--- src/rtl/seg_scan_decoder.sv ---
// seg_scan_decoder
//   Loopback monitor for a multiplexed 4-digit 7-segment display. It samples the
//   segment and active-low anode lines and waits until each scan position has been
//   stable for STABLE_CYCLES samples. It then decodes the glyph back to BCD and
//   collects four digits into a frame. A frame is offered to a consumer through a
//   valid/ack handshake.
//
// Ports
//   clk              system clock
//   reset            synchronous, active-high reset
//   seg_in[6:0]      segment lines A..G ([0]=A), high = lit
//   an_in[3:0]       digit selects, active-low, [3] = leftmost digit
//   frame_ack_in     consumer accepts the held frame
//   digits_out[15:0] {d3,d2,d1,d0} BCD nibbles, 4'hF = blank / undecodable
//   blank_out[3:0]   per digit: glyph had no segments lit
//   digit_err_out[3:0] per digit: glyph not in the decode table
//   frame_valid_out  a frame is held on the outputs
//   overflow_out     sticky: held frame replaced before it was acknowledged
//   multi_sel_out    sticky: a stable pattern had more than one anode low
//   timeout_out      no frame completed within FRAME_TIMEOUT cycles
module seg_scan_decoder #(
  parameter int STABLE_CYCLES = 4,
  parameter int FRAME_TIMEOUT = 1_000_000
) (
  input  logic        clk,
  input  logic        reset,
  input  logic [6:0]  seg_in,
  input  logic [3:0]  an_in,
  input  logic        frame_ack_in,
  output logic [15:0] digits_out,
  output logic [3:0]  blank_out,
  output logic [3:0]  digit_err_out,
  output logic        frame_valid_out,
  output logic        overflow_out,
  output logic        multi_sel_out,
  output logic        timeout_out
);

  localparam int CNT_W = $clog2(STABLE_CYCLES + 1);
  localparam int TO_W  = $clog2(FRAME_TIMEOUT);
  localparam logic [CNT_W-1:0] STABLE_MAX = CNT_W'(STABLE_CYCLES);
  localparam logic [CNT_W-1:0] STABLE_PRE = CNT_W'(STABLE_CYCLES - 1);
  localparam logic [TO_W-1:0]  TO_LAST    = TO_W'(FRAME_TIMEOUT - 1);

  typedef enum logic {IDLE, HOLD} state_t;

  // Staged digit layout: [5] = error, [4] = blank, [3:0] = BCD nibble
  function automatic logic [5:0] decode_glyph(input logic [6:0] seg);
    logic [5:0] res;
    res = 6'b10_1111;
    case (seg)
      7'h3F: res = 6'h00;
      7'h06: res = 6'h01;
      7'h5B: res = 6'h02;
      7'h4F: res = 6'h03;
      7'h66: res = 6'h04;
      7'h6D: res = 6'h05;
      7'h7D: res = 6'h06;
      7'h07: res = 6'h07;
      7'h7F: res = 6'h08;
      7'h6F: res = 6'h09;
      7'h00: res = 6'b01_1111;
      default: res = 6'b10_1111;
    endcase
    return res;
  endfunction

  logic [10:0]      sample_q;
  logic [CNT_W-1:0] stable_cnt;
  logic             strobe_q;
  logic [3:0][5:0]  stage_q;
  logic [3:0][5:0]  stage_next;
  logic [3:0]       mask_q;
  logic [3:0]       mask_next;
  logic [TO_W-1:0]  to_cnt;
  logic [1:0]       slot;
  logic             slot_hit;
  logic             multi_hit;
  logic             capture;
  logic             complete;
  logic             timeout_hit;
  state_t           state;

  wire [10:0] sample_now = {an_in, seg_in};
  wire        same       = (sample_now == sample_q);

  // Stability filter: the strobe is a one-cycle pulse issued on the edge where
  // the run of identical samples reaches STABLE_CYCLES. The counter then
  // saturates, so a held pattern never strobes twice.
  always_ff @(posedge clk) begin
    if (reset) begin
      sample_q   <= '0;
      stable_cnt <= '0;
      strobe_q   <= 1'b0;
    end else begin
      sample_q <= sample_now;
      strobe_q <= 1'b0;
      if (same) begin
        if (stable_cnt < STABLE_MAX) stable_cnt <= stable_cnt + 1'b1;
        if (stable_cnt == STABLE_PRE) strobe_q <= 1'b1;
      end else begin
        stable_cnt <= CNT_W'(1);
      end
    end
  end

  // Slot selection from the stable anode pattern. All-high is a blanking gap
  // and is ignored; any other pattern with more than one anode low is a fault.
  always_comb begin
    slot      = 2'd0;
    slot_hit  = 1'b0;
    multi_hit = 1'b0;
    case (sample_q[10:7])
      4'b1110: begin slot = 2'd0; slot_hit = 1'b1; end
      4'b1101: begin slot = 2'd1; slot_hit = 1'b1; end
      4'b1011: begin slot = 2'd2; slot_hit = 1'b1; end
      4'b0111: begin slot = 2'd3; slot_hit = 1'b1; end
      4'b1111: ;
      default: multi_hit = 1'b1;
    endcase
  end

  // Next staging contents and mask. A frame completes on the capture that fills
  // the last missing slot. The outputs then load from stage_next, which gives a
  // latency of one clock after the strobe.
  always_comb begin
    stage_next = stage_q;
    mask_next  = mask_q;
    capture    = strobe_q && slot_hit;
    if (capture) begin
      stage_next[slot] = decode_glyph(sample_q[6:0]);
      mask_next[slot]  = 1'b1;
    end
    complete    = capture && (mask_next == 4'hF);
    timeout_hit = (to_cnt == TO_LAST);
  end

  // Staging registers and capture mask. The mask restarts after each frame and
  // after a timeout, so a stale partial frame is never combined with new digits.
  always_ff @(posedge clk) begin
    if (reset) begin
      stage_q <= '0;
      mask_q  <= '0;
    end else begin
      stage_q <= stage_next;
      if (complete || timeout_hit) mask_q <= '0;
      else                         mask_q <= mask_next;
    end
  end

  // Frame watchdog. A completed frame restarts the count and clears the flag.
  // Reaching the limit raises the flag and starts a fresh window.
  always_ff @(posedge clk) begin
    if (reset) begin
      to_cnt      <= '0;
      timeout_out <= 1'b0;
    end else if (complete) begin
      to_cnt      <= '0;
      timeout_out <= 1'b0;
    end else if (timeout_hit) begin
      to_cnt      <= '0;
      timeout_out <= 1'b1;
    end else begin
      to_cnt <= to_cnt + 1'b1;
    end
  end

  // Sticky flag for a stable multi-anode pattern.
  always_ff @(posedge clk) begin
    if (reset)                       multi_sel_out <= 1'b0;
    else if (strobe_q && multi_hit)  multi_sel_out <= 1'b1;
  end

  // Handshake FSM. A completion always loads new data, even while a frame is
  // held. Doing so without an ack in the same cycle counts as an overflow.
  always_ff @(posedge clk) begin
    if (reset) begin
      state           <= IDLE;
      digits_out      <= 16'h0000;
      blank_out       <= 4'h0;
      digit_err_out   <= 4'h0;
      frame_valid_out <= 1'b0;
      overflow_out    <= 1'b0;
    end else begin
      if (complete) begin
        for (int k = 0; k < 4; k++) begin
          digits_out[4*k +: 4] <= stage_next[k][3:0];
          blank_out[k]         <= stage_next[k][4];
          digit_err_out[k]     <= stage_next[k][5];
        end
      end
      case (state)
        IDLE: begin
          if (complete) begin
            state           <= HOLD;
            frame_valid_out <= 1'b1;
          end
        end
        HOLD: begin
          if (complete) begin
            if (!frame_ack_in) overflow_out <= 1'b1;
          end else if (frame_ack_in) begin
            state           <= IDLE;
            frame_valid_out <= 1'b0;
          end
        end
        default: state <= IDLE;
      endcase
    end
  end

endmodule
--- config.mk ---
export PLATFORM = sky130hd
export DESIGN_NAME = seg_scan_decoder
export DESIGN_NICKNAME = d
export VERILOG_FILES = /design/src/rtl/seg_scan_decoder.sv
export SDC_FILE = /design/constraint.sdc
export NUM_CORES = 1
export LEC_CHECK = 0
export ABC_CLOCK_PERIOD_IN_PS = 2200
export CORE_AREA = 5 5 123 125
export DETAILED_ROUTE_END_ITERATION = 7
export DIE_AREA = 0 0 128 130
export PLACE_DENSITY_LB_ADDON = 0.2
export SLEW_MARGIN = 20
export SYNTH_ARGS = -nofsm -noshare
export SYNTH_HDL_FRONTEND = slang
export SYNTH_SLANG_ARGS = --single-unit
--- constraint.sdc ---
create_clock -name clk -period 2.2 [get_ports clk]
set_input_delay 0.55 -clock clk [delete_from_list [all_inputs] [get_ports clk]]
set_output_delay 0.55 -clock clk [all_outputs]
set_load 0.01 [all_outputs]
Word level (Yosys, flattened, before mapping)
Index checks and enable logic that the tools add are counted.
{"block": "totals", "register_bits": 92, "wordCells": 87}
{"block": "op_classes", "n_reduce_logical": 14, "n_bitwise": 4, "add_sub_neg": 2, "n_eq_ne": 23, "muxes": 23, "order_cmp": 3}
{"cell": "one-hot mux 6 bit (11 select lines)", "n": 1}
{"cell": "== test 7 bit, second input constant", "n": 7}
{"cell": "bitwise mux 24 bit", "n": 1}
{"cell": "two-way mux 24 bit", "n": 1}
{"cell": "adder 20 x 1 -> 20 bit, second input constant", "n": 1}
{"cell": "== test 20 bit, second input constant", "n": 1}
{"cell": "== test 4 bit, second input constant", "n": 5}
{"cell": "== test 7 x 3 -> 1 bit, second input constant", "n": 2}
{"cell": "demux 6 bit (select 2 bit)", "n": 1}
{"cell": "two-way mux 1 bit", "n": 12}
{"cell": "two-way mux 6 bit", "n": 2}
{"cell": "== test 11 bit", "n": 1}
{"cell": "== test 7 x 6 -> 1 bit, second input constant", "n": 1}
{"cell": "zero test 7 bit", "n": 1}
{"cell": "inequality test 2 bit, second input constant", "n": 3}
{"cell": "one-hot mux 2 bit (3 select lines)", "n": 1}
{"cell": "AND reduction 3 bit", "n": 2}
{"cell": "OR reduction 2 bit", "n": 3}
{"cell": "OR reduction 5 bit", "n": 1}
{"cell": "== test 4 x 3 -> 1 bit, second input constant", "n": 1}
{"cell": "logical AND 1 bit", "n": 4}
{"cell": "two-way mux 4 bit", "n": 1}
{"cell": "bitwise OR 4 bit", "n": 1}
{"cell": "one-hot mux 1 bit (2 select lines)", "n": 2}
{"cell": "other kinds (11)", "n": 13}

Logic depth before layout (Yosys ltp)
{"block": "logic_depth", "word_depth": 12, "ltp_mapped": 8, "mapped_depth_nobuf": 5}

Worst setup path after synthesis
OpenSTA, ideal clock, no wires.
{"block": "synth_timing", "kind": "register to register", "from": "register sample_q[8]", "to": "register digits_out[15]", "stages_incl_launch_ff": 7, "path_slack_ns": 0.335, "setup_ns": 0.145, "arrival_time_ns": 1.720, "required_time_ns": 2.055, "path_cell_list": "dfxtp_1 > buf_2 > nand2_1 > nor3_2 > mux2_2 > a21oi_1 > a211oi_2"}
{"block": "synth_via", "elab_chain_len": 10, "word_cells_on_any_way": 21, "classes_between": "order compare (2); eq/ne (5); mux (9); bitwise (1); reduce/logical (4)"}
{"element": "from (decl)", "line_no": "68", "text": "logic [10:0] sample_q;"}
{"element": "from (signal assigned)", "line_no": "96", "text": "sample_q <= sample_now;"}
{"element": "== test 4 x 3 -> 1 bit or == test 4 bit (tied branches)", "line_no": "113", "text": "case (sample_q[10:7])"}
{"element": "one-hot mux 2 bit (3 select lines)", "line_no": "113"}
{"element": "less-than comparator 2 x 3 -> 1 bit (implied by the code) or greater-or-equal comparator 2 x 1 -> 1 bit (tied branches)", "line_no": "131, 132"}
{"element": "logical AND 1 bit (implied by the code)", "line_no": "131, 132"}
{"element": "two-way mux 1 bit (implied by the code)", "line_no": "132", "text": "mask_next[slot] = 1'b1;"}
{"element": "demux 1 bit (select 2 bit)", "line_no": "132"}
{"element": "bitwise OR 4 bit (no source line)"}
{"element": "two-way mux 4 bit", "line_no": "130", "text": "if (capture) begin"}
{"element": "== test 4 bit", "line_no": "134", "text": "complete = capture && (mask_next == 4'hF);"}
{"element": "logical AND 1 bit", "line_no": "134"}
{"element": "to (signal, indexed assignment)", "line_no": "187", "text": "digits_out[4*k +: 4] <= stage_next[k][3:0];"}
{"element": "to (decl)", "line_no": "30", "text": "output logic [15:0] digits_out,"}
Parallel ways exist; a longest one is shown, timed or not.
A chain may end at the register's enable or synchronous reset.

Worst setup path in the final report
{"block": "layout_timing", "from": "register sample_q[4]", "to": "register digits_out[12]"}
{"block": "layout_via", "elab_chain_len": 5, "word_cells_on_any_way": 15, "classes_between": "eq/ne (10); mux (4); reduce/logical (1)"}
{"element": "== test 7 bit (tied with other cells)", "line_no": "51", "text": "case (seg)"}
{"element": "one-hot mux 6 bit (11 select lines) (*)", "line_no": "51"}
{"element": "two-way mux 6 bit (*)", "line_no": "130"}
{"element": "bitwise mux 24 bit (*)", "line_no": "131", "text": "stage_next[slot] = decode_glyph(sample_q[6:0]);"}
{"element": "two-way mux 24 bit (*)", "line_no": "130"}
Mark *: on every way between the ends. The rest lies on a longest branch, timed or not. The select of a mux whose other input is x is not followed.

==> summary.md <==
| Metric | Value |
|---|---|
| GPL Wtd Cong | `0.769` |
| RSZ-0062 raised after global routing | `yes` |
| Worst EP required | `2450 ps` |
| Clk sink count | `92` |
| Finished Cell Area | `5020 µm²` |
| Crit Path Category | `reg -> reg` |
| DR WL/cell | `14.0 µm` |
| EDFF count, synth | `0` |
| Final period utilization | `91.8%` |
| Number of cell rows | `43` |
| Cell Pwr Density | `669 nW/µm²` |
| Mapped Cells | `431` |
| Detailed Route WL | `9350 µm` |
| Slew HR | `55.9%` |
| Hold Path Class | `reg -> reg` |
| Most numerous cell in the Yosys netlist | `dfxtp_1` |
| Post-CTS Setup Bufs | `0` |
| DRC viols | `0` |
| Vias in the first global route | `3185` |
| Fmax | `495 MHz` |
| Leak | `1.71 nW` |
| Most instantiated cells after synthesis | `dfxtp_1 (92), nor2_1 (65), nand2_1 (25), nand3_1 (21), xnor2_1 (21)` |
| Vias | `3192` |
| H-tree lvl count | `3` |
| Fin util | `36.5%` |
| Maximum VDD drop | `0.346 mV` |
| Starting DRT DRC Count | `107` |
| Setup violators final | `0` |
| Met1 track demand over resource | `14.5%` |
| Synth top area cells | `dfxtp_1 (45%), nor2_1 (6.0%), xnor2_1 (4.5%)` |
| Max-cap violations | `0` |
| Full die area | `16600 µm²` |
| Starting Density | `29.4%` |
| Core ar. | `13800 µm²` |
| Max clock buf depth | `2` |
| Clock Pin Slew Worst Setup and Hold Paths | `70 ps` |
| Setup Total Neg Slack | `0 ps` |
| Port Buf Inserts | `41` |
| Placed inst area | `4740 µm²` |
| Area growth from synthesis to layout | `23.9%` |
| Post-Syn Area | `4060 µm²` |
| # IOs | `42` |
| Met2 GRT Util | `20.3%` |
| Count of pins over their slew limit | `0` |
| Initial antenna violation count | `0` |
| Critical Path Sink Type | `flip-flop` |
| Avg Inst Size Synth | `9.41 µm²` |
| Most used DFF post-synth | `dfxtp_1` |
| First-pass GRT wire length | `15800 µm` |
| Reg power frac | `50.9%` |
| Remaining antenna violation count after routing | `0` |
| Worst EP arrival | `2270 ps` |
| Total Routing Usage GR | `12.1%` |
| CTS root buf | `clkbuf_16` |
| NetSw | `0.000823 W` |
| Outcome | `complete, no violations` |
| Largest net degree at the start of global routing | `56` |
| CTS Buf Count | `9` |
| Internal | `0.00254 W` |
| Layout cells sized above 1 | `16.0%` |
| Register area share after synthesis | `45.4%` |
| Slew @ Worst Pin | `662 ps` |
| Worst-path maximum fanout | `10` |
| Final HPWL DP | `6610 µm` |
| Share of Yosys cell area claimed by the top area cell type | `45.4%` |
| Total chip power | `0.00336 W` |
| Final min period | `2020 ps` |
| Global route overflow | `0` |
| Clock Skew | `8.14 ps` |
| Ys async rst share | `0%` |
| Fin nets | `500` |
| Via density | `4.79` |
| Clock share of power | `43.6%` |
| Antenna cell count | `0` |
| Drt pass-1 iters | `6` |
| Busiest layer in global routing | `met2` |
| Comb pwr share | `5.5%` |
| Synthesized flop and latch total | `92` |
| Clk_lat worst skew | `350 ps` |
| Endpoints failing hold | `0` |
| Yosys cell types | `60` |
| CTS tree | `yes` |
| WHS | `458 ps` |
| GR Util met3 | `4.38%` |
| DIE WIDTH | `128 µm` |
| Net Count, Synth | `448` |
| Startpoint types | `flip-flop` |
| Count of warnings emitted by yosys | `0` |
| Sw Share | `24.5%` |
| Die Ht | `130 µm` |
| Biggest area consumer among synthesized cells | `dfxtp_1` |
power groups by stage:
stage / Clock (W) / Combinational [W] / Sequential, W
floorplan: 0 / 0.000133 / 0.00173
global placement: 0 / 0.000187 / 0.00175
detailed placement: 0 / 0.000186 / 0.00175
CTS: 0.00152 / 0.000187 / 0.00171
global route: 0.00159 / 0.000204 / 0.00171
finish: 0.00146 / 0.000185 / 0.00171
logic make-up (layout without fill, tap and decap cells):
group / Yosys count / count (layout) / synth area share, %
xor gates and xnor gates: 31 / 31 / 6.70
buffers and inverters: 33 / 89 / 4.32
adders and majority gates: 3 / 3 / 0.926
muxes: 13 / 13 / 3.33
AOI/OAI and AO/OA: 68 / 68 / 14.8
DFF: 92 / 92 / 45.4
and+or+nand+nor: 191 / 191 / 24.5
timing repair:
action	in CTS	in global routing
hold buffers	0	0
endpoints found under the setup margin	0	8
gates resized for setup	0	5
area by class of cell:
type	count	area (µm²)
inverter	7	26.3
fill	1486	8750
clock buffer	9	225
clock inverter	6	46.3
multi-input combinational	306	2040
sequential	92	1850
timing repair buffer	67	613
tap	180	225
worst max-delay path, cell delays in order (launching register included):
cell	delay, ps
dfxtp_1	450
nor4_1	110
o2bb2ai_1	230
nor4_4	660
nor3_2	130
o41ai_2	330
routing by layer:
metal	vias up	share of wire [%]
met5	-	0
met2	41	47
li1	1639	-
met4	0	1.3
met3	11	4.0
met1	1501	47
per-stage QoR:
stage / worst slack, ps / instances
global placement: 55.3 / 652
finish: 181 / 667
global route: -6.80 / 667
detailed placement: 32.8 / 652
floorplan: 335 / 431
CTS: 11.9 / 667
flip-flops by register name, summed over array words and instances (netlist names), 3 cells and up:
register and flops:
stable_cnt 3, sample_q 11, digits_out 16, stage_q 24
blank_out 4, digit_err_out 4, mask_q 4, to_cnt 20
worst paths after layout:
path,slack (ps),startpoint,depth (start not counted),to
max,180,sample_q[4]$_SDFF_PP0_,5,digits_out[12]$_SDFFE_PP0P_
min,460,digits_out[4]$_SDFFE_PP0P_,2,digits_out[4]$_SDFFE_PP0P_
max reg2reg,180,sample_q[4]$_SDFF_PP0_,5,digits_out[12]$_SDFFE_PP0P_
min reg2reg,460,digits_out[4]$_SDFFE_PP0P_,2,digits_out[4]$_SDFFE_PP0P_
cells in the final DEF (no fill, tap or decap), types with 3 or more instances in the layout:
cell type | netlist | final
nand2b_1 | 6 | 6
o311ai_1 | 4 | 4
clkdlybuf4s50_1 | 0 | 40
a211oi_2 | 10 | 10
nand3_1 | 21 | 21
and3_1 | 5 | 5
o21ai_0 | 4 | 4
dfxtp_1 | 92 | 87
nor2b_1 | 12 | 12
o41ai_2 | 3 | 3
inv_6 | 0 | 3
a211oi_1 | 4 | 4
xor2_1 | 10 | 10
nor2_1 | 65 | 65
xnor2_1 | 21 | 21
or3_1 | 6 | 6
nand4_1 | 12 | 12
ha_1 | 3 | 3
dfxtp_2 | 0 | 5
nor4_1 | 4 | 4
nand4b_1 | 3 | 3
mux2i_1 | 9 | 9
buf_4 | 5 | 25
mux2_2 | 4 | 4
nand2_1 | 25 | 25
a21oi_1 | 17 | 17
nor3_2 | 5 | 5
clkbuf_16 | 0 | 9
nor3_1 | 16 | 16
o311a_1 | 3 | 3
inv_1 | 7 | 7
Power figures use the tool's default switching activity.
